File: src/rtl/trans_collector_pkg.sv
// rtl/trans_collector_pkg.sv - shared constants and FSM encoding for the toggle collector
package trans_collector_pkg;

  // Defaults shared with the counter memory and the readout logic
  localparam int NUM_NETS_DEF = 8;
  localparam int ADDR_W_DEF   = 3;
  localparam int CNT_W_DEF    = 32;
  localparam int PEND_W_DEF   = 4;

  typedef enum logic [2:0] {
    ST_CLEAR = 3'd0,
    ST_SCAN  = 3'd1,
    ST_RD    = 3'd2,
    ST_WR    = 3'd3,
    ST_IDLE  = 3'd4
  } state_t;

endpackage

File: src/rtl/trans_pend_cell.sv
// rtl/trans_pend_cell.sv - one saturating pending-toggle counter
module trans_pend_cell
  import trans_collector_pkg::*;
#(
  parameter int PEND_W = PEND_W_DEF
) (
  input  logic              clk,
  input  logic              reset,
  input  logic              inc,
  input  logic              snap_clr,
  output logic [PEND_W-1:0] cnt,
  output logic              lost
);

  logic sat;

  assign sat = &cnt;
  // A snapshot clear reloads with the coincident toggle, so only a toggle at saturation is lost
  assign lost = inc & sat & ~snap_clr;

  // Counter: clear-on-snapshot keeps the same-cycle toggle, otherwise saturating increment
  always_ff @(posedge clk) begin
    if (reset) begin
      cnt <= '0;
    end else if (snap_clr) begin
      cnt <= PEND_W'(inc);
    end else if (inc && !sat) begin
      cnt <= cnt + 1'b1;
    end
  end

endmodule

File: src/rtl/trans_collector.sv
// rtl/trans_collector.sv - counts net toggles into pending counters and folds them into counter memory
module trans_collector
  import trans_collector_pkg::*;
#(
  parameter int NUM_NETS = NUM_NETS_DEF,
  parameter int ADDR_W   = ADDR_W_DEF,
  parameter int CNT_W    = CNT_W_DEF,
  parameter int PEND_W   = PEND_W_DEF
) (
  input  logic                CLK,
  input  logic                RESET,
  input  logic [NUM_NETS-1:0] net_in,
  input  logic                hold,
  output logic                idle,
  output logic [ADDR_W-1:0]   mem_addr,
  output logic                mem_rd,
  output logic                mem_wr,
  output logic [CNT_W-1:0]    mem_wdata,
  input  logic [CNT_W-1:0]    mem_rdata,
  output logic                ovf
);

  localparam logic [ADDR_W-1:0] LAST_ADDR = ADDR_W'(NUM_NETS - 1);
  localparam logic [ADDR_W:0]   NETS_EXT  = (ADDR_W + 1)'(NUM_NETS);

  state_t              state, state_d;
  logic [ADDR_W-1:0]   clr_addr, clr_addr_d;
  logic [ADDR_W-1:0]   ptr, ptr_d;
  logic [ADDR_W-1:0]   idx, idx_d;
  logic [PEND_W-1:0]   snap;
  logic [NUM_NETS-1:0] prev;
  logic                prev_valid;
  logic [NUM_NETS-1:0] toggle;
  logic [NUM_NETS-1:0] busy;
  logic [NUM_NETS-1:0] snap_clr;
  logic [NUM_NETS-1:0] lost;
  logic [PEND_W-1:0]   pend [NUM_NETS];
  logic                found;
  logic [ADDR_W-1:0]   sel;
  logic [ADDR_W:0]     probe;
  logic                rd_d, wr_d;
  logic [ADDR_W-1:0]   addr_d;
  logic [CNT_W-1:0]    wdata_d;

  // The first cycle after reset only primes prev, so a stale prev never looks like a toggle
  assign toggle = prev_valid ? (net_in ^ prev) : '0;
  assign idle   = (state == ST_IDLE);

  for (genvar i = 0; i < NUM_NETS; i++) begin : g_pend
    trans_pend_cell #(.PEND_W(PEND_W)) u_cell (
      .clk      (CLK),
      .reset    (RESET),
      .inc      (toggle[i]),
      .snap_clr (snap_clr[i]),
      .cnt      (pend[i]),
      .lost     (lost[i])
    );
    assign busy[i]     = |pend[i];
    assign snap_clr[i] = (state == ST_RD) && (idx == ADDR_W'(i));
  end

  // Round-robin search: lowest offset from ptr whose pending counter is non-zero
  always_comb begin
    found = 1'b0;
    sel   = '0;
    probe = '0;
    for (int k = NUM_NETS - 1; k >= 0; k--) begin
      probe = {1'b0, ptr} + (ADDR_W + 1)'(k);
      if (probe >= NETS_EXT) begin
        probe = probe - NETS_EXT;
      end
      if (busy[probe[ADDR_W-1:0]]) begin
        found = 1'b1;
        sel   = probe[ADDR_W-1:0];
      end
    end
  end

  // Next-state and next memory-port values; the port registers load these on the edge
  always_comb begin
    state_d    = state;
    clr_addr_d = clr_addr;
    ptr_d      = ptr;
    idx_d      = idx;
    rd_d       = 1'b0;
    wr_d       = 1'b0;
    addr_d     = mem_addr;
    wdata_d    = mem_wdata;
    case (state)
      ST_CLEAR: begin
        wr_d    = 1'b1;
        addr_d  = clr_addr;
        wdata_d = '0;
        if (clr_addr == LAST_ADDR) begin
          state_d = ST_SCAN;
        end else begin
          clr_addr_d = clr_addr + 1'b1;
        end
      end
      ST_SCAN: begin
        if (hold) begin
          state_d = ST_IDLE;
        end else if (found) begin
          state_d = ST_RD;
          idx_d   = sel;
          rd_d    = 1'b1;
          addr_d  = sel;
        end
      end
      ST_RD: begin
        state_d = ST_WR;
      end
      ST_WR: begin
        wr_d    = 1'b1;
        addr_d  = idx;
        wdata_d = mem_rdata + CNT_W'(snap);
        ptr_d   = (idx == LAST_ADDR) ? '0 : idx + 1'b1;
        state_d = ST_SCAN;
      end
      ST_IDLE: begin
        if (!hold) begin
          state_d = ST_SCAN;
        end
      end
      default: begin
        state_d = ST_CLEAR;
      end
    endcase
  end

  // FSM and bookkeeping registers; reset abandons any RMW before its write is issued
  always_ff @(posedge CLK) begin
    if (RESET) begin
      state      <= ST_CLEAR;
      clr_addr   <= '0;
      ptr        <= '0;
      idx        <= '0;
      snap       <= '0;
      prev       <= '0;
      prev_valid <= 1'b0;
      ovf        <= 1'b0;
    end else begin
      state      <= state_d;
      clr_addr   <= clr_addr_d;
      ptr        <= ptr_d;
      idx        <= idx_d;
      prev       <= net_in;
      prev_valid <= 1'b1;
      ovf        <= ovf | (|lost);
      if (state == ST_RD) begin
        snap <= pend[idx];
      end
    end
  end

  // Registered memory port
  always_ff @(posedge CLK) begin
    if (RESET) begin
      mem_rd    <= 1'b0;
      mem_wr    <= 1'b0;
      mem_addr  <= '0;
      mem_wdata <= '0;
    end else begin
      mem_rd    <= rd_d;
      mem_wr    <= wr_d;
      mem_addr  <= addr_d;
      mem_wdata <= wdata_d;
    end
  end

endmodule

File: config.mk
export PLATFORM = sky130hd
export DESIGN_NAME = trans_collector
export DESIGN_NICKNAME = d
export VERILOG_FILES = /design/src/rtl/trans_collector_pkg.sv /design/src/rtl/trans_pend_cell.sv /design/src/rtl/trans_collector.sv
export SDC_FILE = /design/constraint.sdc
export NUM_CORES = 1
export LEC_CHECK = 0
export CAP_MARGIN = 10
export CORE_ASPECT_RATIO = 0.5
export CORE_UTILIZATION = 51
export DETAILED_ROUTE_END_ITERATION = 8
export PLACE_DENSITY = 0.8
export SETUP_SLACK_MARGIN = 0.4
export SYNTH_ARGS = -nofsm -noshare
export SYNTH_HDL_FRONTEND = slang
export SYNTH_SLANG_ARGS = --single-unit
File: constraint.sdc
create_clock -name CLK -period 2.8 [get_ports CLK]
set_input_delay 0.56 -clock CLK [delete_from_list [all_inputs] [get_ports CLK]]
set_output_delay 0.56 -clock CLK [all_outputs]
set_load 0.02 [all_outputs]
-- Yosys cells after proc, flatten, opt, wreduce, memory -nomap -nowiden
Cells that the tools add are included.
- $add $sub $neg: 26
- order comparisons: 17
- mux-type cells: 73
- eq/ne operators: 17
- reduce and logical (&&, ||, !) cells: 67
- bitwise operators: 30
- operator list (operator ; count):
    two-way mux 3 bit ; 23
    one-hot mux 32 bit (2 select lines) ; 1
    two-way mux 1 bit ; 35
    adder 32 x 4 -> 32 bit ; 1
    adder 4 x 1 -> 4 bit (second input constant) ; 8
    greater-or-equal comparator 4 bit (second input constant) ; 8
    less-than comparator 3 x 4 -> 1 bit (second input constant) ; 8
    AND reduction 4 bit ; 8
    OR reduction 4 bit ; 8
    binary-select mux 1 bit (select 3 bit) ; 8
    subtractor 3 x 1 -> 3 bit (second input constant) ; 8
    equality test 3 bit (second input constant) ; 6
    nonzero test 2 bit ; 9
    OR reduction 2 bit ; 9
    adder 3 x 3 -> 4 bit (second input constant) ; 4
    bitwise AND 1 bit ; 16
    logical AND 1 bit ; 16
    one-hot mux 3 bit (5 select lines) ; 1
    binary-select mux 4 bit (select 3 bit) ; 1
    equality test 3 x 2 -> 1 bit (second input constant) ; 4
    NOT 1 bit ; 11
    one-hot mux 3 bit (3 select lines) ; 1
    AND reduction 3 bit ; 3
    adder 3 x 2 -> 4 bit (second input constant) ; 2
    other kinds (17) ; 31
- output and inout bits: 39
- register bits after elaboration: 95
- input bits: 43
- logic and storage cells: 258

-- Longest topological paths before layout
Gate-level depths: netlist of run 1.
- depth in word-level cells: 16
- mapped depth: 11
- mapped depth without buffers: 10

-- By module
Synthesis of run 1 repeated with hierarchy kept, for this count alone.
- cell total of the unflattened synthesis: 702
- area total of the unflattened synthesis: 5935.7 µm²
- modules (own cells, without submodules) (module ; instances ; cells an instance ; seq. area each (µm²) ; area an instance (µm²)):
    trans_collector ; 1 ; 510 ; 1261.2 ; 4304.1
    trans_pend_cell ; 8 ; 24 ; 80.1 ; 203.9

-- Least setup slack after synthesis of run 1
Ideal clock, no wire load.
- kind: reg-to-reg
- start point: reg ptr[0]
- end point: reg mem_addr[0]
- period minus slack after synthesis: 2.965 ns
- arrival time: 2.879 ns
- buffers on the path: 1
- stages on the path, launching flop included: 12
- setup time: 0.086 ns
- path slack: -0.165 ns
- required time: 2.714 ns
- cell sequence: dfxtp_1 clkinv_1 ha_1 buf_2 nor4b_1 a2111oi_0 or4_1 nor2_1 a31oi_4 nor2_8 a211oi_1 a221oi_2
- longest elaborated chain between the ends: 16
- elaborated cells between the ends (all ways): 68
- classes of those cells: add/sub (15); order compare (8); eq/ne (1); mux (43); reduce/logical (1)
- RTL lines (element ; line ; RTL):
    from (decl) ; trans_collector.sv:28 ; logic [ADDR_W-1:0] ptr, ptr_d;
    from (signal assigned) ; trans_collector.sv:145 ; ptr <= ptr_d;
    adder 3 x 3 -> 4 bit ; trans_collector.sv:68 ; probe = {1'b0, ptr} + (ADDR_W + 1)'(k);
    greater-or-equal comparator 4 bit or subtractor 3 x 1 -> 3 bit (tied branches) ; trans_collector.sv:69, trans_collector.sv:70 ;
    two-way mux 3 bit ; trans_collector.sv:69 ; if (probe >= NETS_EXT) begin
    binary-select mux 1 bit (select 3 bit) ; trans_collector.sv:72 ; if (busy[probe[ADDR_W-1:0]]) begin
    two-way mux 1 bit (not written as such) ; trans_collector.sv:72 ;
    two-way mux 3 bit (8 in a row) ; trans_collector.sv:72 ;
    two-way mux 3 bit ; trans_collector.sv:103 ; end else if (found) begin
    two-way mux 3 bit ; trans_collector.sv:101 ; if (hold) begin
    one-hot mux 3 bit (3 select lines) ; trans_collector.sv:89 ; case (state)
    to (signal assigned) ; trans_collector.sv:166 ; mem_addr <= addr_d;
    to (decl) ; trans_collector.sv:15 ; output logic [ADDR_W-1:0] mem_addr,
Parallel ways exist; a longest one is shown, timed or not. The select of a mux whose other input is x is not followed.
A chain may end at the register's enable or synchronous reset.

-- Worst setup path after layout of run 1
- start point: reg g_pend[7].u_cell.cnt[0]
- end point: reg mem_addr[1]
- longest elaborated chain between the ends: 14
- elaborated cells between the ends (all ways): 38
- classes of those cells: eq/ne (1); mux (35); reduce/logical (2)
- RTL lines (element ; line ; RTL):
    from (decl) ; trans_pend_cell.sv:11 ; output logic [PEND_W-1:0] cnt,
    from (signal assigned) ; trans_pend_cell.sv:26 ; cnt <= PEND_W'(inc);
    from (signal assigned) ; trans_pend_cell.sv:28 ; cnt <= cnt + 1'b1;
    OR reduction 4 bit (*) ; trans_collector.sv:58 ; assign busy[i] = |pend[i];
    binary-select mux 1 bit (select 3 bit) ; trans_collector.sv:72 ;
    two-way mux 1 bit (not written as such) ; trans_collector.sv:72 ;
    two-way mux 3 bit (8 in a row) ; trans_collector.sv:72 ;
    two-way mux 3 bit ; trans_collector.sv:103 ;
    two-way mux 3 bit ; trans_collector.sv:101 ;
    one-hot mux 3 bit (3 select lines) ; trans_collector.sv:89 ;
Every way passes the cells marked *; elsewhere a longest branch is shown, timed or not. The select of a mux whose other input is x is not followed.

==> results of run 1 <==
timing repair:
item,CTS,global route
endpoints found under the setup margin,17,14
resized for setup,31,15
pin swaps,18,18
setup buffers,6,4
path summary, 6_finish.rpt:
kind	startpoint	endpoint
hold / removal	mem_addr[0]	mem_addr[0]
setup / recovery	g_pend[7].u_cell.cnt[0]	mem_addr[1]
setup reg to reg	g_pend[7].u_cell.cnt[0]	mem_addr[1]
hold reg to reg	mem_addr[0]	mem_addr[0]
power groups by stage:
stage | combinational [uW] | clock (uW) | sequential (uW)
6_report | 734 | 1310 | 1410
5_1_grt | 785 | 1370 | 1410
3_3_place_gp | 645 | 0 | 1440
2_1_floorplan | 366 | 0 | 1450
3_5_place_dp | 657 | 0 | 1440
4_1_cts | 694 | 1320 | 1410
sequential cells by signal, indices dropped and copies added, names as in the netlist:
name / flops
mem_wr: 1
ovf: 1
mem_addr: 3
mem_rd: 1
idx: 3
prev_valid: 1
ptr: 3
clr_addr: 3
prev: 8
g_pend.u_cell.cnt: 32
snap: 4
state: 3
mem_wdata: 32
synthesized netlist by cell type, types with 12 or more instances:
cell | number | area, sq um
nor3_1 | 26 | 130
mux2i_1 | 20 | 200
a21oi_1 | 32 | 160
inv_1 | 26 | 97.6
o21ai_0 | 15 | 75.1
a22oi_1 | 22 | 165
xor2_1 | 21 | 184
xnor2_1 | 27 | 236
mux4_2 | 12 | 270
and3_1 | 13 | 81.3
ha_1 | 30 | 375
dfxtp_1 | 95 | 1900
a22o_1 | 12 | 105
nor2_1 | 79 | 297
clkbuf_1 | 26 | 97.6
nand3_1 | 24 | 120
nor2b_1 | 13 | 81.3
nand2_1 | 70 | 263
critical path: stages (launching register included):
cell and delay (ns):
dfxtp_1 0.33, inv_1 0.10, ha_4 0.15, or3b_1 0.33, mux4_2 0.54, a221o_1 0.41, buf_4 0.16, nor2_1 0.15
a31oi_1 0.13, o2bb2ai_2 0.20, nand2_1 0.09, a211oi_2 0.24
layer usage:
metal | vias to the layer above | GRT usage [%] | wire (microns)
met3 | 34 | 9.55 | 2020
met1 | 3063 | 37.1 | 8150
met2 | 327 | 47.7 | 8340
li1 | 2995 | - | -
met5 | - | 0 | 0
met4 | 0 | 7.21 | 273
per-stage QoR:
| step | std cells | util (%) | TNS, ns |
|---|---|---|---|
| 6_report | 1061 | 71.2 | -0.357 |
| 4_1_cts | 1057 | 70.3 | -0.164 |
| 2_1_floorplan | 740 | - | 0 |
| 5_1_grt | 1061 | 71.2 | -0.725 |
| 3_5_place_dp | 1035 | 66.3 | -0.437 |
| 3_3_place_gp | 1035 | 66.3 | -0.0583 |
cell usage in the layout, fill, tap and decap left out, types with 12 or more instances in the layout:
master,synthesis,routed
buf_4,5,98
dfxtp_1,95,88
clkdlybuf4s50_1,0,78
nor2_1,79,77
nand2_1,70,70
a21oi_1,32,29
xnor2_1,27,26
nand3_1,24,22
nor3_1,26,22
a22oi_1,22,22
ha_1,30,22
xor2_1,21,21
inv_1,26,20
mux2i_1,20,19
o21ai_0,15,15
mux4_2,12,12
a22o_1,12,12
area by class of cell:
| cell class | instances | area share, % |
|---|---|---|
| clock inverters | 7 | 1.04 |
| repair buffers | 182 | 18.6 |
| flip-flops and latches | 95 | 22.5 |
| clock buffers | 9 | 2.65 |
| inverters | 29 | 1.37 |
| multi-input cells | 574 | 51.4 |
| well taps | 165 | 2.43 |
logic make-up after synthesis:
logic type	after synthesis	share of synthesized area (%)
muxes	36	8.61
adders and majority gates	31	6.24
buffers and inverters	71	5.51
AOI/OAI and AO/OA	148	17.0
and+or+nand+nor	311	26.0
xor gates and xnor gates	48	6.63
DFF	95	30.0
==> qor.yml, run 1 <==
outcome:
  outcome: "finished, violations left"
  violations: "setup timing"
floorplanning:
  core-area_sq_um: 11900
  initial_core_util_pct: 53.0
  rows: 28
  fp.dieW_microns: 160
  io_pins: 82
  die_h_microns: 80.8
  design.die.area_sq_um: 12900
route:
  vias: 6419
  drt_first_pass_iters: 5
  drc: 0
  wirelength_microns: 18800
  wire_per_inst_microns: 17.7
  routed_via_density: 6.05
  detail-route-antenna-nets: 0
  drt_iter0_drc: 605
global_routing:
  antenna_found_initial: 0
  grt_use_total_pct: 29.0
  grt_start_max_net_pins: 37
  grt_pass1_vias: 5815
  grt_first_pass_wirelength_microns: 29500
  grt-ovfl-total: 0
timing:
  grt_setup_unrepaired: "yes"
  fin_crit_sh_pct: 105
  setup_viol: 5
  slew_violations: 0
  tightest_slew_ns: 0.810
  hold_viol: 0
  final.min_clock_period_ns: 2.93
  max_freq_mhz: 342
  fin_ws_ns: -0.126
  fin_skew_ns: 0.0111
  holdWs_ns: 0.473
  slew_headroom_pct: 45.5
critical_path:
  path_max_fanout: 5
  cp_data_required_time_ns: 3.07
  crit_type: "reg2reg"
  critPathLaunchType: "flop"
  end_kind: "flop"
  cp.arrival_ns: 3.20
  r2r_cells: 11
  r2r_setup_slack_ns: -0.13
finish:
  syn_to_final_growth_pct: 34.2
  antenna_cells: 0
  nNetsFinal: 965
  design_area_sq_um: 8500
  ff_latch_area_sq_um: 1910
  multi_input_area_sq_um: 4370
  final_layout_size_suffix_gt1_share_pct: 23.4
  nFillCells: 888
pwr:
  power_switching_uw: 989
  p_seq_share_pct: 40.8
  pwr-share-comb_pct: 21.3
  switching_share_pct: 28.6
  p_leak_uw: 0.00335
  ir_drop_mv: 0.316
  internal_power_uw: 2460
  power_uw: 3450
  pwr-share-clk_pct: 37.9
  power_density_nw_per_um2: 406
synthesis:
  syn_area_sq_um: 6340
  synth_cell_types: 75
  syn-num-nets: 814
  yosysWarnings: 0
  synth_seq_cells: 95
  avgSynthCellArea_sq_um: 8.56
  ys_seq_area_share_pct: 30.0
  synth-async-reset-ratio_pct: 0
  synth-main-ff-cell: "dfxtp_1"
  syn_inst: 740
  synth_edf_count: 0
hold_path:
  worst_hold_path_type: "reg2reg"
  holdPathStages: 2
clock_tree:
  clkSinkCount: 95
  clock_latency_ns: 0.35
  htreeDepth: 3
  root_buffer: "clkbuf_16"
  clock_path_buffers: 2
  path_clk_slew_ns: 0.07
  cts_tree: "built"
  cts_hold_buf: 0
  numCtsBuffers: 9
run:
  maxCapViolations: 0
placement:
  pre_cts_ws_ns: -0.140
  io_buffers: 81
  routabilityCongestion: 0.980
  dpl_cell_area_sq_um: 7920
  dpl.hpwl_microns: 13800
(Power assumes the default switching activity.)
==> inputs of run 2 (changes only) <==
--- a/config.mk
+++ b/config.mk
@@ -10,6 +10,7 @@
 export CORE_UTILIZATION = 51
 export DETAILED_ROUTE_END_ITERATION = 8
 export PLACE_DENSITY = 0.8
+export REMOVE_ABC_BUFFERS = 1
 export SETUP_SLACK_MARGIN = 0.4
 export SYNTH_ARGS = -nofsm -noshare
 export SYNTH_HDL_FRONTEND = slang
==> run 2 against run 1 <==
The run still ends with setup timing left. Via count is 0.84% lower. Non-clock buffer count is 3 lower. Sequential power hardly changed. Critical endpoint is now mem_addr[0].
==> qor.yml, run 2 (synthesized netlist as in run 1, its figures left out) <==
outcome:
  outcome: "finished, violations left"
  violations: "setup timing"
global_routing:
  grt-ovfl-total: 0  # unchanged
  top_usage_layer: "met2"
  grt_use_total_pct: 28.3  # -0.70 points
  grt_start_max_net_pins: 40  # +8.1%
  met2_usage_pct: 47.6  # -0.13 points
  antenna_found_initial: 0  # unchanged
  use_met1_pct: 37.4  # +0.34 points
  grt_pass1_vias: 5820  # +0.086%
  met3_usage_pct: 5.57  # -4.0 points
  grt_first_pass_wirelength_microns: 29100  # -1.1%
timing:
  hold_viol: 0  # unchanged
  grt_setup_unrepaired: "yes"
  holdWs_ns: 0.471  # -0.00162 ns
  slew_headroom_pct: 43.6  # -1.9 points
  final.min_clock_period_ns: 2.82  # -0.107 ns
  tightest_slew_ns: 0.838  # +0.0285 ns
  fin_skew_ns: 0.0101  # -0.00108 ns
  fin_ws_ns: -0.0194  # +0.107 ns
  slew_violations: 0  # unchanged
  setup_viol: 2  # -3
  fin_crit_sh_pct: 101  # -3.8 points
  max_freq_mhz: 355  # +3.8%
clock_tree:
  path_clk_slew_ns: 0.07  # about the same
  cts_hold_buf: 0  # unchanged
  clock_latency_ns: 0.34  # about the same
  clock_path_buffers: 2  # unchanged
  numCtsBuffers: 9  # unchanged
  cts_tree: "built"
  root_buffer: "clkbuf_16"
  clkSinkCount: 95  # unchanged
  htreeDepth: 3  # unchanged
floorplanning:
  rows: 28  # unchanged
  fp.dieW_microns: 160  # unchanged
  initial_core_util_pct: 53.0  # unchanged
  design.die.area_sq_um: 12900  # unchanged
  io_pins: 82  # unchanged
  core-area_sq_um: 11900  # unchanged
  die_h_microns: 80.8  # unchanged
critical_path:
  cpPeakStageDelay_ns: 0.53  # about the same
  cp_data_required_time_ns: 3.06  # about the same
  path_max_fanout: 5  # unchanged
  cp_num_buf_inv: 1  # -1
  crit_family: "compound AO/OA/AOI/OAI gates"
  cp.arrival_ns: 3.08  # -0.12 ns
  path_cells: "inv_2 -> ha_4 -> or3b_4 -> mux4_2 -> a221o_1 -> a211oi_4 -> a31oi_4 -> nor2_8 -> a211oi_2 -> a221oi_2"
  crit_type: "reg2reg"
  end_kind: "flop"
  critPathSlowestCell: "mux4_2"
  critPathLaunchType: "flop"
route:
  drt_iter0_drc: 638  # +5.5%
  wirelength_microns: 18500  # -1.5%
  drc: 0  # unchanged
  wire_per_inst_microns: 17.5  # -1.1%
  vias: 6365  # -0.84%
  detail-route-antenna-nets: 0  # unchanged
  drt_first_pass_iters: 5  # unchanged
  routed_via_density: 6.02  # -0.47%
finish:
  stdcell_count: 1057  # -0.38%
  syn_to_final_growth_pct: 34.0
  antenna_cells: 0  # unchanged
  mostFrequentLayoutCell: "buf_4"
  nNetsFinal: 962  # -0.31%
  nFillCells: 871  # -1.9%
  design_area_sq_um: 8490  # -0.16%
  ff_latch_area_sq_um: 1910  # about the same
  finish.utilization_pct: 71.1  # -0.12 points
  reg.largest.list: "g_pend.u_cell.cnt x32, mem_wdata x32, prev x8"
  final_layout_size_suffix_gt1_share_pct: 23.4  # about the same
  final_cell_mix: "94 x buf_4, 87 x dfxtp_1, 77 x nor2_1"
  multi_input_area_sq_um: 4380  # +0.17%
pwr:
  power_density_nw_per_um2: 409  # +0.84%
  ir_drop_mv: 0.360  # +14%
  p_leak_uw: 0.00337  # +0.60%
placement:
  dpl.hpwl_microns: 13300  # -3.7%
  dpl_cell_area_sq_um: 7770  # -1.9%
  pre_cts_ws_ns: -0.270  # -0.130 ns
  io_buffers: 81  # unchanged
  dp.cells: 1032  # -0.29%
  routabilityCongestion: 0.939  # -4.2%
hold_path:
  worst_hold_path_type: "reg2reg"
run:
  maxCapViolations: 0  # unchanged
run 2: worst reg2reg max path: stages (launching register included):
cell      delay [ns]
dfxtp_2         0.33
inv_2           0.08
ha_4            0.14
or3b_4          0.38
mux4_2          0.53
a221o_1         0.41
a211oi_4        0.27
a31oi_4         0.17
nor2_8          0.15
a211oi_2        0.05
a221oi_2        0.23
run 2: layer usage:
metal,wire (microns),vias up
met5,0,-
met4,344,0
met3,1470,33
met2,8400,326
met1,8270,3019
li1,-,2987
run 2: area by class of cell:
type | instances | area share (%)
well taps | 165 | 2.43
flip-flops and latches | 95 | 22.5
clock buffers | 9 | 2.65
repair buffers | 179 | 18.5
inverters | 29 | 1.28
clock inverters | 6 | 1.08
multi-input cells | 574 | 51.6
run 2: stage by stage:
stage / TNS, ns / power (uW)
final: -0.0345 / 3470
after global routing: -0.401 / 3600
after CTS: -0.0473 / 3420
after detailed placement: -2.57 / 2070
after global placement: -1.39 / 2050
after floorplan: -7.07 / 1780
run 2: what timing repair did:
| item | in CTS | in global routing |
|---|---|---|
| gates resized for setup | 51 | 40 |
| setup endpoints to repair | 27 | 24 |
| buffers inserted | 4 | 6 |
| pin swaps | 23 | 19 |
run 2: final timing paths:
path	from	end	slack (ns)	depth (start not counted)
worst max-delay path	g_pend[4].u_cell.cnt[0]	mem_addr[0]	-0.02	10
worst min-delay path	mem_addr[0]	mem_addr[0]	0.47	2
worst max register to register	g_pend[4].u_cell.cnt[0]	mem_addr[0]	-0.02	10
worst min register to register	mem_addr[0]	mem_addr[0]	0.47	2
run 2: report_power, final:
part           total (uW)  switching (uW)  leakage [uW]  internal (uW)
combinational         728             361       0.00244            367
sequential           1410            24.8      0.000774           1390
clock                1340             551      0.000156            785
